<file path="src/rtl/cpu_bus_pkg.sv">
// Shared types and helpers for the CPU bus fabric: slave map access, latency type,
// status block offsets and FSM state encoding.
package cpu_bus_pkg;

  localparam int unsigned MaxAddrWidth = 32;
  localparam int unsigned MaxSlaves    = 32;
  localparam int unsigned MapWidth     = 2 * MaxAddrWidth * MaxSlaves;

  typedef logic [MaxAddrWidth-1:0]   addr_t;
  typedef logic [2*MaxAddrWidth-1:0] range_t;
  typedef logic [MapWidth-1:0]       map_t;
  typedef logic [1:0]                latency_t;

  localparam logic [1:0] StatusFlags  = 2'd0;
  localparam logic [1:0] StatusAddrLo = 2'd1;
  localparam logic [1:0] StatusAddrHi = 2'd2;
  localparam logic [1:0] StatusCount  = 2'd3;

  typedef enum logic {IDLE, WAIT} state_t;
  typedef enum logic [1:0] {ACC_SLAVE, ACC_STATUS, ACC_NONE} access_t;

  function automatic addr_t addr_mask(input int unsigned aw);
    range_t one_hot;
    if (aw >= MaxAddrWidth) return '1;
    one_hot = range_t'(1) << aw;
    return addr_t'(one_hot - range_t'(1));
  endfunction

  // Builds one {start,end} map entry for an aw-bit address space.
  function automatic range_t add_address(input addr_t start_addr, input addr_t end_addr,
                                         input int unsigned aw);
    return (range_t'(start_addr & addr_mask(aw)) << aw) | range_t'(end_addr & addr_mask(aw));
  endfunction

  function automatic addr_t get_address_end(input map_t map, input int unsigned num,
                                            input int unsigned aw, input int unsigned idx);
    map_t sh;
    sh = map >> ((num - 1 - idx) * 2 * aw);
    return addr_t'(sh) & addr_mask(aw);
  endfunction

  function automatic addr_t get_address_start(input map_t map, input int unsigned num,
                                              input int unsigned aw, input int unsigned idx);
    map_t sh;
    sh = map >> ((num - 1 - idx) * 2 * aw + aw);
    return addr_t'(sh) & addr_mask(aw);
  endfunction

endpackage

</file>
<file path="src/rtl/cpu_bus_fabric_decoder.sv">
// Combinational priority range decoder: inclusive start/end compare per slave,
// lowest matching index wins.
module cpu_bus_decoder
  import cpu_bus_pkg::*;
#(
  parameter int unsigned address_width = 16,
  parameter int unsigned NumSlaves     = 12,
  parameter int unsigned IdxWidth      = (NumSlaves > 1) ? $clog2(NumSlaves) : 1,
  parameter logic [2*address_width*NumSlaves-1:0] SlaveMap = '0
) (
  input  logic [address_width-1:0] address_i,
  output logic [NumSlaves-1:0]     sel_o,
  output logic                     hit_o,
  output logic [IdxWidth-1:0]      idx_o
);

  logic [address_width-1:0] start_tab [NumSlaves];
  logic [address_width-1:0] end_tab   [NumSlaves];

  for (genvar g = 0; g < NumSlaves; g++) begin : g_range
    assign start_tab[g] = address_width'(get_address_start(map_t'(SlaveMap), NumSlaves,
                                                           address_width, g));
    assign end_tab[g]   = address_width'(get_address_end(map_t'(SlaveMap), NumSlaves,
                                                         address_width, g));
  end

  // Scan from the highest index down so the lowest matching slave is the last to assign.
  always_comb begin
    sel_o = '0;
    hit_o = 1'b0;
    idx_o = '0;
    for (int unsigned i = NumSlaves; i > 0; i--) begin
      if (address_i >= start_tab[i-1] && address_i <= end_tab[i-1]) begin
        sel_o        = '0;
        sel_o[i-1]   = 1'b1;
        hit_o        = 1'b1;
        idx_o        = IdxWidth'(i - 1);
      end
    end
  end

endmodule

</file>
<file path="src/rtl/cpu_bus_fabric.sv">
// CPU bus interconnect: address decode, read-data mux with per-slave wait states,
// and a 4-byte status block that records unmapped accesses.
module cpu_bus_fabric
  import cpu_bus_pkg::*;
#(
  parameter int unsigned address_width = 16,
  parameter int unsigned data_width    = 8,
  parameter int unsigned NumSlaves     = 12,
  parameter logic [2*address_width*NumSlaves-1:0] SlaveMap     = '0,
  parameter logic [2*NumSlaves-1:0]               SlaveLatency = '0,
  parameter logic [address_width-1:0] StatusBaseAddress = 'h9FF0,
  parameter logic [data_width-1:0]    DefaultData       = 'hEA
) (
  input  logic                            clk_i,
  input  logic                            reset_i,
  input  logic [address_width-1:0]        address_i,
  input  logic [data_width-1:0]           data_i,
  input  logic                            rd_wr_i,
  output logic                            rdy_o,
  output logic [data_width-1:0]           data_o,
  output logic [NumSlaves-1:0]            slave_sel_o,
  input  logic [NumSlaves*data_width-1:0] slave_data_i
);

  localparam int unsigned IdxWidth = (NumSlaves > 1) ? $clog2(NumSlaves) : 1;

  logic [NumSlaves-1:0] dec_sel;
  logic                 dec_hit;
  logic [IdxWidth-1:0]  dec_idx;

  cpu_bus_decoder #(
    .address_width(address_width),
    .NumSlaves    (NumSlaves),
    .IdxWidth     (IdxWidth),
    .SlaveMap     (SlaveMap)
  ) u_decoder (
    .address_i(address_i),
    .sel_o    (dec_sel),
    .hit_o    (dec_hit),
    .idx_o    (dec_idx)
  );

  logic [address_width-1:0] stat_rel;
  logic                     status_hit;
  logic [1:0]               stat_off;

  assign stat_rel    = address_i - StatusBaseAddress;
  assign status_hit  = (address_i >= StatusBaseAddress) && (stat_rel < address_width'(4));
  assign stat_off    = stat_rel[1:0];
  assign slave_sel_o = status_hit ? '0 : dec_sel;

  latency_t lat_tab [NumSlaves];
  latency_t lat_sel;

  for (genvar g = 0; g < NumSlaves; g++) begin : g_lat
    assign lat_tab[g] = SlaveLatency[2*(NumSlaves-1-g) +: 2];
  end

  always_comb begin
    lat_sel = latency_t'(1);
    for (int unsigned i = 0; i < NumSlaves; i++) begin
      if (IdxWidth'(i) == dec_idx) lat_sel = lat_tab[i];
    end
    if (lat_sel == 2'd0) lat_sel = latency_t'(1);
  end

  state_t                   state_q, state_d;
  latency_t                 cnt_q, cnt_d;
  logic                     valid_q, valid_d;
  logic [data_width-1:0]    hold_q;
  access_t                  kind_q;
  logic [IdxWidth-1:0]      idx_q;
  logic [address_width-1:0] addr_q;

  logic accept, rd_accept, unmapped, stat_wr;

  assign rdy_o     = (state_q == IDLE);
  assign accept    = rdy_o;
  assign rd_accept = accept && !rd_wr_i;
  assign unmapped  = accept && !status_hit && !dec_hit;
  assign stat_wr   = accept && rd_wr_i && status_hit;

  always_comb begin
    state_d = state_q;
    cnt_d   = cnt_q;
    valid_d = 1'b0;
    case (state_q)
      IDLE: begin
        if (rd_accept && !status_hit && dec_hit && lat_sel >= 2'd2) begin
          state_d = WAIT;
          cnt_d   = latency_t'(lat_sel - 2'd2);
        end else if (rd_accept) begin
          valid_d = 1'b1;
        end
      end
      WAIT: begin
        if (cnt_q == 2'd0) begin
          state_d = IDLE;
          valid_d = 1'b1;
        end else begin
          cnt_d = cnt_q - 2'd1;
        end
      end
      default: state_d = IDLE;
    endcase
  end

  always_ff @(posedge clk_i) begin
    if (reset_i) begin
      state_q <= IDLE;
      cnt_q   <= '0;
      valid_q <= 1'b0;
      hold_q  <= '0;
      kind_q  <= ACC_NONE;
      idx_q   <= '0;
      addr_q  <= '0;
    end else begin
      state_q <= state_d;
      cnt_q   <= cnt_d;
      valid_q <= valid_d;
      hold_q  <= data_o;
      if (rd_accept) begin
        kind_q <= status_hit ? ACC_STATUS : (dec_hit ? ACC_SLAVE : ACC_NONE);
        idx_q  <= dec_idx;
        addr_q <= address_i;
      end
    end
  end

  logic [1:0]  flags_q, flags_d;
  logic [15:0] last_q;
  logic [7:0]  count_q, count_d;

  // Clears are applied first so that a simultaneous set/increment takes precedence.
  always_comb begin
    flags_d = flags_q;
    count_d = count_q;
    if (stat_wr && stat_off == StatusFlags) flags_d = flags_q & ~data_i[1:0];
    if (stat_wr && stat_off == StatusCount) count_d = '0;
    if (unmapped) begin
      if (rd_wr_i) flags_d[1] = 1'b1;
      else         flags_d[0] = 1'b1;
      count_d = (count_q == 8'hFF) ? 8'hFF : count_q + 8'd1;
    end
  end

  always_ff @(posedge clk_i) begin
    if (reset_i) begin
      flags_q <= '0;
      last_q  <= '0;
      count_q <= '0;
    end else begin
      flags_q <= flags_d;
      count_q <= count_d;
      if (unmapped) last_q <= 16'(address_i);
    end
  end

  logic [address_width-1:0] rd_rel;
  logic [data_width-1:0]    stat_byte, slave_byte, mux_byte;

  assign rd_rel = addr_q - StatusBaseAddress;

  always_comb begin
    case (rd_rel[1:0])
      StatusFlags:  stat_byte = data_width'(flags_q);
      StatusAddrLo: stat_byte = data_width'(last_q[7:0]);
      StatusAddrHi: stat_byte = data_width'(last_q[15:8]);
      default:      stat_byte = data_width'(count_q);
    endcase
  end

  always_comb begin
    slave_byte = '0;
    for (int unsigned i = 0; i < NumSlaves; i++) begin
      if (IdxWidth'(i) == idx_q)
        slave_byte = slave_data_i[(NumSlaves-1-i)*data_width +: data_width];
    end
  end

  always_comb begin
    case (kind_q)
      ACC_SLAVE:  mux_byte = slave_byte;
      ACC_STATUS: mux_byte = stat_byte;
      default:    mux_byte = DefaultData;
    endcase
  end

  assign data_o = valid_q ? mux_byte : hold_q;

endmodule

</file>
<file path="config.mk">
export PLATFORM = sky130hd
export DESIGN_NAME = cpu_bus_fabric
export DESIGN_NICKNAME = d
export VERILOG_FILES = /design/src/rtl/cpu_bus_pkg.sv /design/src/rtl/cpu_bus_fabric_decoder.sv /design/src/rtl/cpu_bus_fabric.sv
export SDC_FILE = /design/constraint.sdc
export NUM_CORES = 1
export LEC_CHECK = 0
export ABC_AREA = 1
export BUFFER_PORTS_ARGS = -buffer_cell sky130_fd_sc_hd__buf_4
export CAP_MARGIN = 40
export CORE_MARGIN = 2
export CORE_UTILIZATION = 43
export DETAILED_ROUTE_END_ITERATION = 8
export GPL_ROUTABILITY_DRIVEN = 0
export PLACE_DENSITY_LB_ADDON = 0.08
export SETUP_SLACK_MARGIN = 0.15
export SKIP_LAST_GASP = 1
export SLEW_MARGIN = 20
export SYNTH_ARGS = -nofsm -noshare
export SYNTH_HDL_FRONTEND = slang
export SYNTH_SLANG_ARGS = --single-unit
</file>
<file path="constraint.sdc">
create_clock -name clk_i -period 1.9 [get_ports clk_i]
set_clock_uncertainty 0.1 [all_clocks]
set_input_delay 0.19 -clock clk_i [delete_from_list [all_inputs] [get_ports clk_i]]
set_output_delay 0.19 -clock clk_i [all_outputs]
set_load 0.005 [all_outputs]
</file>
# [Yosys cells after proc, flatten, opt, wreduce, memory -nomap -nowiden]
# Cells that the tools add are included.
# Widths: inputs -> output; s select.
[classes] n_addsub=4 order_cmp=4 n_eq_ne=6 muxes=22 bitwise_logic=3 n_reduce_logical=18
[op_table] op="$mux 8" n=4
[op_table] op="$pmux 8 s3" n=1
[op_table] op="$ge 16x1->1 const B" n=1
[op_table] op="$ge 16x16->1 const B" n=1
[op_table] op="$le 16x1->1 const B" n=1
[op_table] op="$lt 16x3->1 const B" n=1
[op_table] op="$pmux 8 s2" n=1
[op_table] op="$sub 16x16->16 const B" n=1
[op_table] op="$mux 12" n=1
[op_table] op="$mux 2" n=6
[op_table] op="$logic_and 1x1->1" n=9
[op_table] op="$add 8x1->8 const B" n=1
[op_table] op="$eq 8x8->1 const B" n=1
[op_table] op="$logic_not 2->1" n=4
[op_table] op="$mux 1" n=7
[op_table] op="$eq 2x1->1 const B" n=2
[op_table] op="$eq 2x2->1 const B" n=2
[op_table] op="$pmux 1 s2" n=2
[op_table] op="$sub 2x1->2 const B" n=2
[op_table] op="$logic_not 1->1" n=3
[op_table] op="$and 2x2->2" n=1
[op_table] op="$ne 2x2->1 const B" n=1
[op_table] op="$not 2->2" n=1
[op_table] op="$reduce_and 2->1" n=1
[op_table] op="other kinds (2)" n=2
[word_totals] ff_bits=42 in_bits=123 out_inout_bits=21 elab_cells=66

# [Longest topological paths before layout]
[logic_depth] ltp_word=8 mapped_depth=9 ltp_nobuf=9

# [Cells and area by module]
# From an unflattened synthesis, not the netlist that was laid out.
[hier_totals] hier_cells=585 hier_area_um2=3352.0
[modules_own_cells] mod="cpu_bus_fabric" n_inst=1 cells_per_inst=541 area_each_um2=3124.2 seq_area_each_um2=920.9
[modules_own_cells] mod="cpu_bus_decoder" n_inst=1 cells_per_inst=44 area_each_um2=227.7 seq_area_each_um2=0.0

# [Worst setup path before layout]
# OpenSTA, ideal clock, no wires.
[synth_timing] kind="reg2reg" startpoint="reg count_q[0]" endpoint="reg count_q[2]" setup_ps=71 t_arrival_ps=1183 required_ps=1729 path_slack_ps=546 path_stages_with_launch=8 n_path_buf=0 synth_period_minus_slack_ps=1354 cell_sequence="dfxtp_1 -> ha_1 -> nand2_1 -> nor2_2 -> nand2_1 -> o21ai_0 -> nand3_1 -> a21oi_1"
[synth_between] elab_chain_len=3 elab_cells_between_ends=4 classes_between="add/sub (1); eq/ne (1); mux (2)"
[synth_rtl] item="from (decl)" line_no="cpu_bus_fabric.sv:132" source="logic [7:0] count_q, count_d;"
[synth_rtl] item="from (signal assigned)" line_no="cpu_bus_fabric.sv:154" source="count_q <= count_d;"
[synth_rtl] item="$add 8x1->8 or $eq 8x8->1 (tied branches)" line_no="cpu_bus_fabric.sv:143" source="count_d = (count_q == 8'hFF) ? 8'hFF : count_q + 8'd1;"
[synth_rtl] item="$mux 8 (*)" line_no="cpu_bus_fabric.sv:143"
[synth_rtl] item="$mux 8 (*)" line_no="cpu_bus_fabric.sv:140" source="if (unmapped) begin"
# Mark *: on every way between the ends. The rest lies on a longest branch, timed or not.
# A chain may end at the register's enable or synchronous reset.

# [Worst setup path in the final report]
[layout_timing] startpoint="reg kind_q[0]" endpoint="out data_o[1]"
[layout_between] elab_chain_len=3 elab_cells_between_ends=4 classes_between="eq/ne (1); mux (2); reduce/logical (1)"
[layout_rtl] item="from (decl)" line_no="cpu_bus_fabric.sv:71" source="access_t kind_q;"
[layout_rtl] item="from (signal assigned)" line_no="cpu_bus_fabric.sv:123" source="kind_q <= status_hit ? ACC_STATUS : (dec_hit ? ACC_SLAVE : ACC_NONE);"
[layout_rtl] item="$eq 2x1->1 or $logic_not 2->1 (tied branches)" line_no="cpu_bus_fabric.sv:182" source="case (kind_q)"
[layout_rtl] item="$pmux 8 s2 (*)" line_no="cpu_bus_fabric.sv:182"
[layout_rtl] item="$mux 8 (*)" line_no="cpu_bus_fabric.sv:189" source="assign data_o = valid_q ? mux_byte : hold_q;"
[layout_rtl] item="to (decl)" line_no="cpu_bus_fabric.sv:20" source="output logic [data_width-1:0] data_o,"
# Marks and branches as above.

==> impl_metrics.ini <==
[critical_path]
slowest_stage = dfxtp_2
path_delay_family = buffers and inverters
endpoint_kind = output pin
crit_arrival_ns = 1.49
max_stage_delay_ns = 0.37
required_ns = 1.61
cp_cell_sequence = inv_2 > nor2_4 > buf_6 > buf_4 > nand2_2 > o21bai_4 > nand2_1 > buf_4
cp-start-kind = flip-flop
r2r-start = count_q[0]
reg2reg_slack_ns = 0.32
rr_worst_depth = 7
worst-path-buf-inv = 4
cpMostUsedCell = buf_4
cp_max_fo = 5
critPathKind = flip-flop to output pin
r2r_end = count_q[2]

[clock_network]
cts.sinks = 42
clock-root-buffer = clkbuf_8
clk_latency_ns = 0.30
clk_path_buf_depth = 2
cts-buffers-inserted = 5
htreeDepth = 2
cts.clk_slew.worst_paths_ns = 0.09
cts_tree = yes

[power]
power_frac_seq = 0.497
swShare = 0.252
ir_worst_vdd_uv = 421
powerDensity_nw_per_um2 = 695
power_switching_uw = 485
intPower_uw = 1440
p_leak_uw = 0.00128
combPwrFrac = 0.136
clock_power_share = 0.367

[yosys]
yosysMostFrequentCell = nand2_1
synth_cells = 336
ys_types = 28
synth-seq-cells = 42
synth.cell_area_um2 = 2260
ys_dominant_reg_cell = dfxtp_1
yosys-top-cells-count = 76 x nand2_1, 46 x nand3_1, 42 x dfxtp_1, 37 x a21oi_1, 34 x nor2_1
synth_top_area_frac = 0.372
ys_warn_count = 0
synth_edf_count = 0
async_flop_share = 0
seq_area_frac_synth = 0.372
yosys-top-cells-area = dfxtp_1 37%, nand2_1 13%, nand3_1 10%, a21oi_1 8.2%, nor2_1 5.6%
synth.avg_cell_area_um2 = 6.73
synth_area_leader_cell = dfxtp_1

[grt]
grt_pass1_vias = 2014
overflow = 0
grt_max_degree = 36
antenna_found_initial = 0
track_usage = 0.195
grt_pass1_wl_mm = 9.23

[detailed_routing]
routedWlPerCell_um = 12.7
drt_wl_total_mm = 5.69
antenna_left = 0
viasPerCell = 4.92
drtPass1Iterations = 5
drt_iter0_drc = 104
num_vias = 2216
drcViolationCount = 0

[job]
maxCapViolCount = 0

[timing]
rsz0062_at_grt = true
hold_violations = 0
fin_tns_setup_ns = 0
timing.hold.ws_ns = 0.0771
max_freq_mhz = 561
setup_violations = 0
finalMaxSlewViolations = 0
period_needed_ns = 1.78
min_period_over_period = 0.939

[layout]
drive_gt1_frac = 0.237
antennaDiodeCount = 0
area_growth_pct = 22.2
fin_nets = 504
nFillCells = 523

[floorplanning]
coreArea_um2 = 5110
ios = 144
rows = 26
fp.dieArea_um2 = 5860
die_h_um = 76.5
die_w_um = 76.5
start_util = 0.443

[min_path]
hold_start = address_i[13]
holdPathStages = 3
min_path_type = primary input to flip-flop
whs_endpoint = last_q[13]

[status]
status = completed

[place]
dp_hpwl_mm = 4.03
io_buffers = 38
## cell usage in the layout (no fill, tap or decap), drive strengths merged
cell type / Yosys / layout
or2: 1 / 1
xnor2: 1 / 1
nand4: 4 / 4
nand3: 47 / 47
nand2: 79 / 79
o21ai: 19 / 19
o31ai: 1 / 1
a21oi: 41 / 41
o21bai: 1 / 1
o211ai: 3 / 3
ha: 2 / 2
o22ai: 1 / 1
clkbuf: 5 / 5
conb: 1 / 11
buf: 18 / 49
inv: 32 / 32
clkinv: 0 / 2
nor2: 38 / 38
dfxtp: 42 / 42
bufinv: 0 / 1
## area by class of cell
cell class / count / area, µm² / share of cell area
Tap cell: 70 / 87.6 / 0.0317
Timing Repair Buffer: 49 / 372 / 0.134
Sequential cell: 42 / 851 / 0.308
Inverter: 32 / 123 / 0.0444
Multi-Input combinational cell: 249 / 1220 / 0.442
Clock inverter: 3 / 40.0 / 0.0145
Clock buffer: 5 / 68.8 / 0.0249
## registers in the layout (all words and copies together), names as in the netlist
register and cells:
count_q 8, kind_q 2, flags_q 2, state_q 1, addr_q 2, valid_q 1, cnt_q 2, last_q 16
hold_q 8
## worst reg2reg max path, delay by kind of cell (launching register included)
kind / cells / cell delay [ns]
and+or+nand+nor: 4 / 0.51
DFF: 1 / 0.43
AOI/OAI and AO/OA: 2 / 0.28
adders and majority gates: 1 / 0.20
## power groups by stage
stage / combinational (µW) / sequential [µW] / clock [µW]
floorplan: 150 / 963 / 0
global placement: 238 / 973 / 0
detailed placement: 240 / 973 / 0
CTS: 247 / 954 / 720
global route: 295 / 961 / 758
finish: 261 / 955 / 705
## timing repair
item | CTS | global route
gates resized for setup | 11 | 17
endpoints found under the setup margin | 8 | 8
pin swaps | 2 | 12
buffers inserted | 3 | 4
hold buffers | 0 | 0
## worst max-delay path by stage
stage,from,end,depth (start not counted)
2_1_floorplan,count_q[0],count_q[2],7
5_1_grt,kind_q[0],data_o[4],7
6_report,kind_q[0],data_o[1],8
3_3_place_gp,address_i[2],count_q[1],7
3_5_place_dp,address_i[2],count_q[0],7
4_1_cts,kind_q[0],data_o[4],7
## metal layers
metal / vias to the layer above / global-route usage / wire [µm]
met4: 0 / 0.0618 / 36
met3: 5 / 0.0403 / 256
li1: 1169 / - / -
met5: - / 0 / 0
met1: 989 / 0.270 / 2890
met2: 53 / 0.306 / 2510
## kinds of logic after synthesis
logic type,count (synthesis),share of synthesized area
flip-flops,42,0.372
AO/OA/AOI/OAI,66,0.159
AND/OR/NAND/NOR,169,0.327
XOR/XNOR,1,0.00387
other,1,0.00166
adder cells (fa/ha/maj),2,0.0111
buffers and inverters,55,0.126
## stage by stage
step	worst slack, ns	std cells	instance area [µm²]	util	total power, µW
floorplan	0.546	346	2300	-	1110
global placement	0.157	435	2540	0.498	1210
detailed placement	0.156	435	2540	0.498	1210
CTS	0.129	446	2690	0.526	1920
global route	0.00641	450	2760	0.541	2010
finish	0.116	450	2760	0.541	1920
(Power assumes the default switching activity.)
